===== src/rtl/rope_pkg.sv =====
`default_nettype none
// ============================================================================
// Module : rope_pkg
// Purpose: Shared game-state encodings, icon codes and position/arithmetic
//          widths for the tug-of-war rope engine.
// Rev    : 1.0  initial parametrised release
// ============================================================================
package rope_pkg;

  // Width of pixel rows/columns and the rope position register.
  localparam int POS_W   = 10;
  // Signed width used for position arithmetic; wide enough that a full-scale
  // move or band edge never wraps before clamping.
  localparam int ARITH_W = 12;

  typedef enum logic [1:0] {
    ST_IDLE    = 2'd0,
    ST_PLAY    = 2'd1,
    ST_WIN_TOP = 2'd2,
    ST_WIN_BOT = 2'd3
  } state_e;

  localparam logic [1:0] ICON_BG    = 2'b00;
  localparam logic [1:0] ICON_ROPE  = 2'b01;
  localparam logic [1:0] ICON_KNOT  = 2'b10;
  localparam logic [1:0] ICON_FLASH = 2'b11;

  // Win states are the two encodings with the MSB set.
  function automatic logic is_win(input state_e st);
    return st[1];
  endfunction

endpackage : rope_pkg
`default_nettype wire


===== src/rtl/rope_pull_counter.sv =====
`default_nettype none
// ============================================================================
// Module : rope_pull_counter
// Purpose: Saturating pull-pulse counter with synchronous clear. A pulse that
//          arrives in the same cycle as the clear is kept, so it counts toward
//          the next accumulation window instead of being lost.
// Ports  : clk_i  - clock
//          rst_i  - asynchronous active-high reset
//          clr_i  - synchronous clear (start of a new window)
//          inc_i  - one-cycle increment request
//          cnt_o  - current count, saturates at 2^CNT_W-1
// Rev    : 1.0  initial release
// ============================================================================
module rope_pull_counter #(
  parameter int CNT_W = 4
) (
  input  logic             clk_i,
  input  logic             rst_i,
  input  logic             clr_i,
  input  logic             inc_i,
  output logic [CNT_W-1:0] cnt_o
);

  logic [CNT_W-1:0] cnt_q;
  logic [CNT_W-1:0] cnt_d;

  always_comb begin
    cnt_d = cnt_q;
    if (clr_i) begin
      cnt_d = inc_i ? CNT_W'(1) : '0;
    end else if (inc_i && (cnt_q != '1)) begin
      cnt_d = cnt_q + CNT_W'(1);
    end
  end

  always_ff @(posedge clk_i or posedge rst_i) begin
    if (rst_i) begin
      cnt_q <= '0;
    end else begin
      cnt_q <= cnt_d;
    end
  end

  assign cnt_o = cnt_q;

endmodule : rope_pull_counter
`default_nettype wire


===== src/rtl/rope_engine.sv =====
`default_nettype none
// ============================================================================
// Module : rope_engine
// Purpose: Tug-of-war rope engine. Accumulates per-player pull pulses over a
//          frame, applies one clamped move per frame tick, runs the
//          IDLE/PLAY/WIN state machine and produces a registered per-pixel
//          icon code for the colorizer.
// Ports  : clk_i           - pixel clock
//          reset_i         - asynchronous active-high reset
//          frame_tick_i    - one-cycle pulse at start of vertical blank
//          start_i         - one-cycle start / restart pulse
//          pull_up_i       - debounced pull toward the top
//          pull_dn_i       - debounced pull toward the bottom
//          pixel_row_i     - current scan row
//          pixel_column_i  - current scan column
//          rope_loc_o      - current rope row
//          state_o         - game state (IDLE/PLAY/WIN_TOP/WIN_BOT)
//          win_top_o       - high while in WIN_TOP
//          win_bot_o       - high while in WIN_BOT
//          icon_o          - 00 bg, 01 rope, 10 knot, 11 flash (1-cycle latency)
// Rev    : 1.0  initial parametrised release
// ============================================================================
module rope_engine
  import rope_pkg::*;
#(
  parameter int ROPE_WIDTH   = 10,
  parameter int ROW_MIN      = 40,
  parameter int ROW_MAX      = 440,
  parameter int START_LOC    = 240,
  parameter int STEP         = 4,
  parameter int CNT_W        = 4,
  parameter int KNOT_COL     = 320,
  parameter int KNOT_HALF    = 4,
  parameter int FLASH_FRAMES = 16
) (
  input  logic             clk_i,
  input  logic             reset_i,
  input  logic             frame_tick_i,
  input  logic             start_i,
  input  logic             pull_up_i,
  input  logic             pull_dn_i,
  input  logic [POS_W-1:0] pixel_row_i,
  input  logic [POS_W-1:0] pixel_column_i,
  output logic [POS_W-1:0] rope_loc_o,
  output logic [1:0]       state_o,
  output logic             win_top_o,
  output logic             win_bot_o,
  output logic [1:0]       icon_o
);

  localparam int FLASH_W = (FLASH_FRAMES > 1) ? $clog2(FLASH_FRAMES) : 1;

  localparam logic [POS_W-1:0]          START_P   = POS_W'(START_LOC);
  localparam logic [POS_W-1:0]          ROW_MIN_P = POS_W'(ROW_MIN);
  localparam logic [POS_W-1:0]          ROW_MAX_P = POS_W'(ROW_MAX);
  localparam logic signed [ARITH_W-1:0] ROW_MIN_S = ARITH_W'(ROW_MIN);
  localparam logic signed [ARITH_W-1:0] ROW_MAX_S = ARITH_W'(ROW_MAX);
  localparam logic signed [ARITH_W-1:0] STEP_S    = ARITH_W'(STEP);
  localparam logic signed [ARITH_W-1:0] HALF_S    = ARITH_W'(ROPE_WIDTH / 2);
  localparam logic signed [ARITH_W-1:0] SCR_MAX_S = ARITH_W'((1 << POS_W) - 1);
  localparam logic signed [ARITH_W-1:0] KNOT_LO_S = ARITH_W'(KNOT_COL - KNOT_HALF);
  localparam logic signed [ARITH_W-1:0] KNOT_HI_S = ARITH_W'(KNOT_COL + KNOT_HALF);
  localparam logic [FLASH_W-1:0]        FLASH_LAST = FLASH_W'(FLASH_FRAMES - 1);

  // --------------------------------------------------------------------------
  // Registered state
  // --------------------------------------------------------------------------
  state_e             state_q;
  logic [POS_W-1:0]   rope_loc_q;
  logic               win_top_q;
  logic               win_bot_q;
  logic               flash_q;
  logic [FLASH_W-1:0] flash_cnt_q;
  logic [1:0]         icon_q;
  logic [1:0]         icon_d;

  // --------------------------------------------------------------------------
  // Pull counters. Pulses only count during PLAY and never in a start cycle;
  // outside PLAY the counters are held clear.
  // --------------------------------------------------------------------------
  logic             in_play_d;
  logic             cnt_clr_d;
  logic             up_inc_d;
  logic             dn_inc_d;
  logic [CNT_W-1:0] up_cnt;
  logic [CNT_W-1:0] dn_cnt;

  assign in_play_d = (state_q == ST_PLAY);
  assign cnt_clr_d = start_i | frame_tick_i | ~in_play_d;
  assign up_inc_d  = pull_up_i & in_play_d & ~start_i;
  assign dn_inc_d  = pull_dn_i & in_play_d & ~start_i;

  rope_pull_counter #(.CNT_W(CNT_W)) u_up_cnt (
    .clk_i (clk_i),
    .rst_i (reset_i),
    .clr_i (cnt_clr_d),
    .inc_i (up_inc_d),
    .cnt_o (up_cnt)
  );

  rope_pull_counter #(.CNT_W(CNT_W)) u_dn_cnt (
    .clk_i (clk_i),
    .rst_i (reset_i),
    .clr_i (cnt_clr_d),
    .inc_i (dn_inc_d),
    .cnt_o (dn_cnt)
  );

  // --------------------------------------------------------------------------
  // Move arithmetic: positive net pulls the rope upward (smaller row).
  // --------------------------------------------------------------------------
  logic signed [CNT_W:0]     net_d;
  logic signed [ARITH_W-1:0] net_ext_d;
  logic signed [ARITH_W-1:0] move_d;
  logic signed [ARITH_W-1:0] rope_ext_d;
  logic signed [ARITH_W-1:0] next_raw_d;
  logic                      hit_top_d;
  logic                      hit_bot_d;
  logic [POS_W-1:0]          next_loc_d;

  assign net_d      = $signed({1'b0, up_cnt}) - $signed({1'b0, dn_cnt});
  assign net_ext_d  = $signed({{(ARITH_W-CNT_W-1){net_d[CNT_W]}}, net_d});
  assign move_d     = net_ext_d * STEP_S;
  assign rope_ext_d = $signed({{(ARITH_W-POS_W){1'b0}}, rope_loc_q});
  assign next_raw_d = rope_ext_d - move_d;
  assign hit_top_d  = (next_raw_d <= ROW_MIN_S);
  assign hit_bot_d  = (next_raw_d >= ROW_MAX_S);
  assign next_loc_d = hit_top_d ? ROW_MIN_P :
                      hit_bot_d ? ROW_MAX_P :
                                  next_raw_d[POS_W-1:0];

  // --------------------------------------------------------------------------
  // Game FSM. start has priority over everything, including a coincident
  // frame_tick, so a restart never applies a stale move.
  // --------------------------------------------------------------------------
  always_ff @(posedge clk_i or posedge reset_i) begin
    if (reset_i) begin
      state_q     <= ST_IDLE;
      rope_loc_q  <= START_P;
      win_top_q   <= 1'b0;
      win_bot_q   <= 1'b0;
      flash_q     <= 1'b0;
      flash_cnt_q <= '0;
    end else if (start_i) begin
      state_q     <= ST_PLAY;
      rope_loc_q  <= START_P;
      win_top_q   <= 1'b0;
      win_bot_q   <= 1'b0;
      flash_q     <= 1'b0;
      flash_cnt_q <= '0;
    end else begin
      case (state_q)
        ST_PLAY: begin
          if (frame_tick_i) begin
            rope_loc_q <= next_loc_d;
            if (hit_top_d) begin
              state_q   <= ST_WIN_TOP;
              win_top_q <= 1'b1;
            end else if (hit_bot_d) begin
              state_q   <= ST_WIN_BOT;
              win_bot_q <= 1'b1;
            end
          end
        end
        ST_WIN_TOP, ST_WIN_BOT: begin
          // Rope is frozen; only the flash phase advances.
          if (frame_tick_i) begin
            if (flash_cnt_q == FLASH_LAST) begin
              flash_cnt_q <= '0;
              flash_q     <= ~flash_q;
            end else begin
              flash_cnt_q <= flash_cnt_q + FLASH_W'(1);
            end
          end
        end
        default: begin
          // IDLE: hold until start.
        end
      endcase
    end
  end

  // --------------------------------------------------------------------------
  // Icon generation against the current rope position. Band edges are clamped
  // to the screen so a rope near row 0 or 1023 does not wrap.
  // --------------------------------------------------------------------------
  logic signed [ARITH_W-1:0] band_lo_raw_d;
  logic signed [ARITH_W-1:0] band_hi_raw_d;
  logic signed [ARITH_W-1:0] band_lo_d;
  logic signed [ARITH_W-1:0] band_hi_d;
  logic signed [ARITH_W-1:0] row_ext_d;
  logic signed [ARITH_W-1:0] col_ext_d;
  logic                      in_band_d;
  logic                      in_knot_d;

  assign band_lo_raw_d = rope_ext_d - HALF_S;
  assign band_hi_raw_d = rope_ext_d + HALF_S;
  assign band_lo_d     = band_lo_raw_d[ARITH_W-1] ? '0 : band_lo_raw_d;
  assign band_hi_d     = (band_hi_raw_d > SCR_MAX_S) ? SCR_MAX_S : band_hi_raw_d;
  assign row_ext_d     = $signed({{(ARITH_W-POS_W){1'b0}}, pixel_row_i});
  assign col_ext_d     = $signed({{(ARITH_W-POS_W){1'b0}}, pixel_column_i});
  assign in_band_d     = (row_ext_d >= band_lo_d) && (row_ext_d <= band_hi_d);
  assign in_knot_d     = (col_ext_d >= KNOT_LO_S) && (col_ext_d <= KNOT_HI_S);

  always_comb begin
    icon_d = ICON_BG;
    if (in_band_d) begin
      if (in_knot_d) begin
        icon_d = ICON_KNOT;
      end else if (is_win(state_q) && flash_q) begin
        icon_d = ICON_FLASH;
      end else begin
        icon_d = ICON_ROPE;
      end
    end
  end

  always_ff @(posedge clk_i or posedge reset_i) begin
    if (reset_i) begin
      icon_q <= ICON_BG;
    end else begin
      icon_q <= icon_d;
    end
  end

  assign rope_loc_o = rope_loc_q;
  assign state_o    = state_q;
  assign win_top_o  = win_top_q;
  assign win_bot_o  = win_bot_q;
  assign icon_o     = icon_q;

endmodule : rope_engine
`default_nettype wire


===== config.mk =====
export PLATFORM = sky130hd
export DESIGN_NAME = rope_engine
export DESIGN_NICKNAME = d
export VERILOG_FILES = /design/src/rtl/rope_pkg.sv /design/src/rtl/rope_pull_counter.sv /design/src/rtl/rope_engine.sv
export SDC_FILE = /design/constraint.sdc
export NUM_CORES = 1
export LEC_CHECK = 0
export ABC_AREA = 1
export BUFFER_PORTS_ARGS = -buffer_cell sky130_fd_sc_hd__buf_2
export CAP_MARGIN = 0
export CORE_MARGIN = 3
export CORE_UTILIZATION = 50
export DETAILED_ROUTE_END_ITERATION = 16
export GPL_ROUTABILITY_DRIVEN = 1
export PLACE_DENSITY = 0.71
export SKIP_CTS_REPAIR_TIMING = 1
export SYNTH_ARGS = -nofsm -noshare
export SYNTH_HDL_FRONTEND = slang
export SYNTH_SLANG_ARGS = --single-unit

===== constraint.sdc =====
create_clock -name clk_i -period 6.2 [get_ports clk_i]
set_input_delay 1.24 -clock clk_i [delete_from_list [all_inputs] [get_ports clk_i]]
set_output_delay 1.24 -clock clk_i [all_outputs]
set_load 0.05 [all_outputs]

==> out/qor.yml <==
synthesis:
  synth.yosys.seq_area_share_pct: 24.11
  synth.ff_latch_count: 27
  synth_top_cell_area_share_pct: 20.39
  synth-main-ff-cell: "dfrtp_1"
  yosysMostFrequentCell: "nand2_1"
  cell_variety_after_synth: 43
  netlist_area_mm2: 0.002823
  synth.avg_cell_area_um2: 6.818
  synth_edf_count: 0
  synth.top_cells.by_count: "nand2_1, inv_1, nor2_1, ha_1, nand3_1"
  yosysWarnings: 0
  synthTopCellsByArea: "dfrtp_1, ha_1, nand2_1"
  synth_largest_area_cell: "dfrtp_1"
  postSynthCellCount: 414
  async_flop_share_pct: 100.0
worst_setup_path:
  crit_fanout: 9
  worst_path_max_delay_cell: "ha_1"
  timing.critical_path.slowest_cell_delay_ns: 0.47
  crit_path_required_time_ns: 6.37
  critPathKind: "register to register"
  endpoint_kind: "register"
  crit_path_frequent_cell: "nand2_1"
  reg2reg_slack_ns: 2.90
  path_buf_inv: 3
  cpLargestDelayFamily: "simple AND/OR/NAND/NOR gates"
  worst_setup_path_start_kind: "register"
  arrival_ns: 3.47
  cell_chain_of_the_critical_path: "inv_1 -> ha_1 -> inv_1 -> fa_1 -> nand2_1 -> nand3_1 -> ha_1 -> inv_2 -> nand2_1 -> nand2_1 -> a21oi_2 -> nand2_1 -> nand2_1 -> nand2_1 -> nor2_2 -> nand3_2 -> nand2_1 -> nor2_1 -> nand2_2 -> nand2_2 -> nand2_1 -> nand2_1"
cts:
  clock-root-buffer: "clkbuf_8"
  cts.clk_slew.worst_paths_ns: 0.10
  cts_tree: "yes"
  cts.path.max_buffers: 2
  numClockSinks: 27
  clock_tree.htree_level_count: 1
  clock_latency_ns: 0.27
  numCtsBuffers: 3
sta:
  timing_hold_violations_final: 0
  max_slew.worst_pin.slew_ns: 1.018
  final.setup_skew_ns: 0.002048
  slew_viol_final: 0
  setup_repair_after_global_routing_missed_its_margin: "no"
  max_slew_margin_pct: 32.07
  setup_tns_ns: 0
  portion_of_the_clock_cycle_consumed_by_the_worst_path_in_the_final_layout_pct: 53.24
  worst_hold_slack_ns: 0.5017
  period_needed_ns: 3.301
  highest_clock_rate_mhz: 303.0
  number_of_setup_violations_in_the_final_report: 0
floorplanning:
  core_area_mm2: 0.005270
  chip_height_um: 81.14
  floorplan.initialDensity_pct: 53.56
  dieWidth_um: 81.14
  io_pins: 42
  die-area_mm2: 0.006583
  std_cell_rows: 26
drt:
  aggregate_routed_wire_length_um: 6624
  drtPass1Iterations: 5
  number_of_nets_with_antenna_violations_after_detailed_routing: 0
  vias: 2756
  wl_per_cell_um: 12.64
  drc_errors: 0
  initialDrtViolationCount: 91
  detail_route.vias_per_cell: 5.260
power_and_ir_drop:
  peakVddDrop_uv: 217.7
  static_leakage_uw: 0.001687
  power.density_cell_area_mw_per_mm2: 468.0
global_route:
  first_global_vias: 2554
  track_usage_pct: 21.53
  overflow: 0
  maximum_number_of_pins_on_one_net_before_global_route_repair: 28
  grt_antenna_before_repair: 0
  grt_pass1_wl_um: 11310
finish:
  register_area_um2: 680.7
  drive_gt1_share_pct: 14.10
  multiInputGateArea_mm2: 0.001866
  syn_to_layout_area_delta_pct: 10.73
  fill_count: 543
  insertedDiodeCount: 0
  nets: 522
placement:
  port_buffers: 39
  routabilityCongestion: 0.8893
  hpwl_um: 5575
job:
  cap_violations: 0
hold_path:
  timing.hold.worst.class: "register to register"
run_status:
  run_status: "completed"
==> cell type report <==
class                           count  share of cell area, %
Timing Repair Buffer               39                  6.245
Clock inverter                      1                 0.2402
Clock buffer                        3                  1.321
Tap cell                           70                  2.802
Multi-Input combinational cell    318                  59.69
Sequential cell                    27                  21.78
Inverter                           66                  7.926
==> worst reg2reg max path: cells and delay by family, from the launching register on <==
kind | cells | cell delay, ns
AO/OA/AOI/OAI | 1 | 0.15
adder cells (fa/ha/maj) | 3 | 1.03
buffers and inverters | 3 | 0.22
flip-flops | 1 | 0.41
AND/OR/NAND/NOR | 15 | 1.41
==> registers in the layout, summed over array words and instances, names as in the netlist <==
name,count
rope_loc_o,8
u_up_cnt.cnt_o,4
win_bot_o,1
win_top_o,1
flash_q,1
icon_o,2
state_o,2
u_dn_cnt.cnt_o,4
flash_cnt_q,4
==> layer usage <==
metal	track usage [%]	vias to the layer above	share of wire [%]
li1	-	1439	-
met1	27.08	1242	45
met2	38.67	63	49
met3	1.663	12	3.9
met4	7.264	0	2.5
met5	0	-	0
==> final timing paths <==
path,cells past startpoint,endpoint,from
max in group asynchronous,2,rope_loc_o[8]$_DFFE_PP0P_,reset_i
min in group asynchronous,2,flash_cnt_q[0]$_DFFE_PP0P_,reset_i
setup reg to reg,22,state_o[0]$_DFFE_PP0P_,u_up_cnt.cnt_o[0]$_DFFE_PP0P_
hold / removal,1,u_dn_cnt.cnt_o[3]$_DFFE_PP0P_,u_dn_cnt.cnt_o[3]$_DFFE_PP0P_
hold reg to reg,1,u_dn_cnt.cnt_o[3]$_DFFE_PP0P_,u_dn_cnt.cnt_o[3]$_DFFE_PP0P_
setup / recovery,22,state_o[0]$_DFFE_PP0P_,u_up_cnt.cnt_o[0]$_DFFE_PP0P_
==> cell families (layout without fill, tap and decap cells) <==
family,after synthesis,in the layout,synth area share [%]
adder cells (fa/ha/maj),41,41,18.71
other,2,3,0.2661
AND/OR/NAND/NOR,198,198,30.27
AO/OA/AOI/OAI,67,67,13.65
flip-flops,27,27,24.11
XOR/XNOR,9,9,3.059
buffers and inverters,70,109,9.929
==> metrics by stage <==
stage,power (uW),setup slack (ns),util [%],instances,cell area (um^2)
floorplan,1126,3.333,-,415,2826
global placement,1337,2.997,58.38,520,3077
detailed placement,1356,2.935,58.38,520,3077
CTS,1463,2.935,59.31,524,3126
global route,1625,2.569,59.31,524,3126
finish,1463,2.899,59.31,524,3126
==> report_power, final <==
part	switching, uW	total [uW]	internal (uW)
Combinational	709	1060	353
Sequential	64.4	298	233
Clock	57.0	103	45.6
==> cells in the final DEF, fill, tap and decap left out, types with 2 or more instances in the layout <==
cell type and instances:
ha_1 39, clkbuf_8 3, o21ai_0 26, buf_2 39
nand2_1 95, nor4_1 2, fa_1 2, a21oi_2 2
nor2_2 3, nor3_1 3, dfrtp_1 23, a21oi_1 24
conb_1 3, nand4_1 8, dfstp_2 4, inv_1 64
xor2_1 5, nor2_1 49, nand3_1 28, nand3_2 2
inv_2 2, o22ai_1 2, nand2_2 4, xnor2_1 3
No activity file was read; power rests on OpenSTA's default activity.
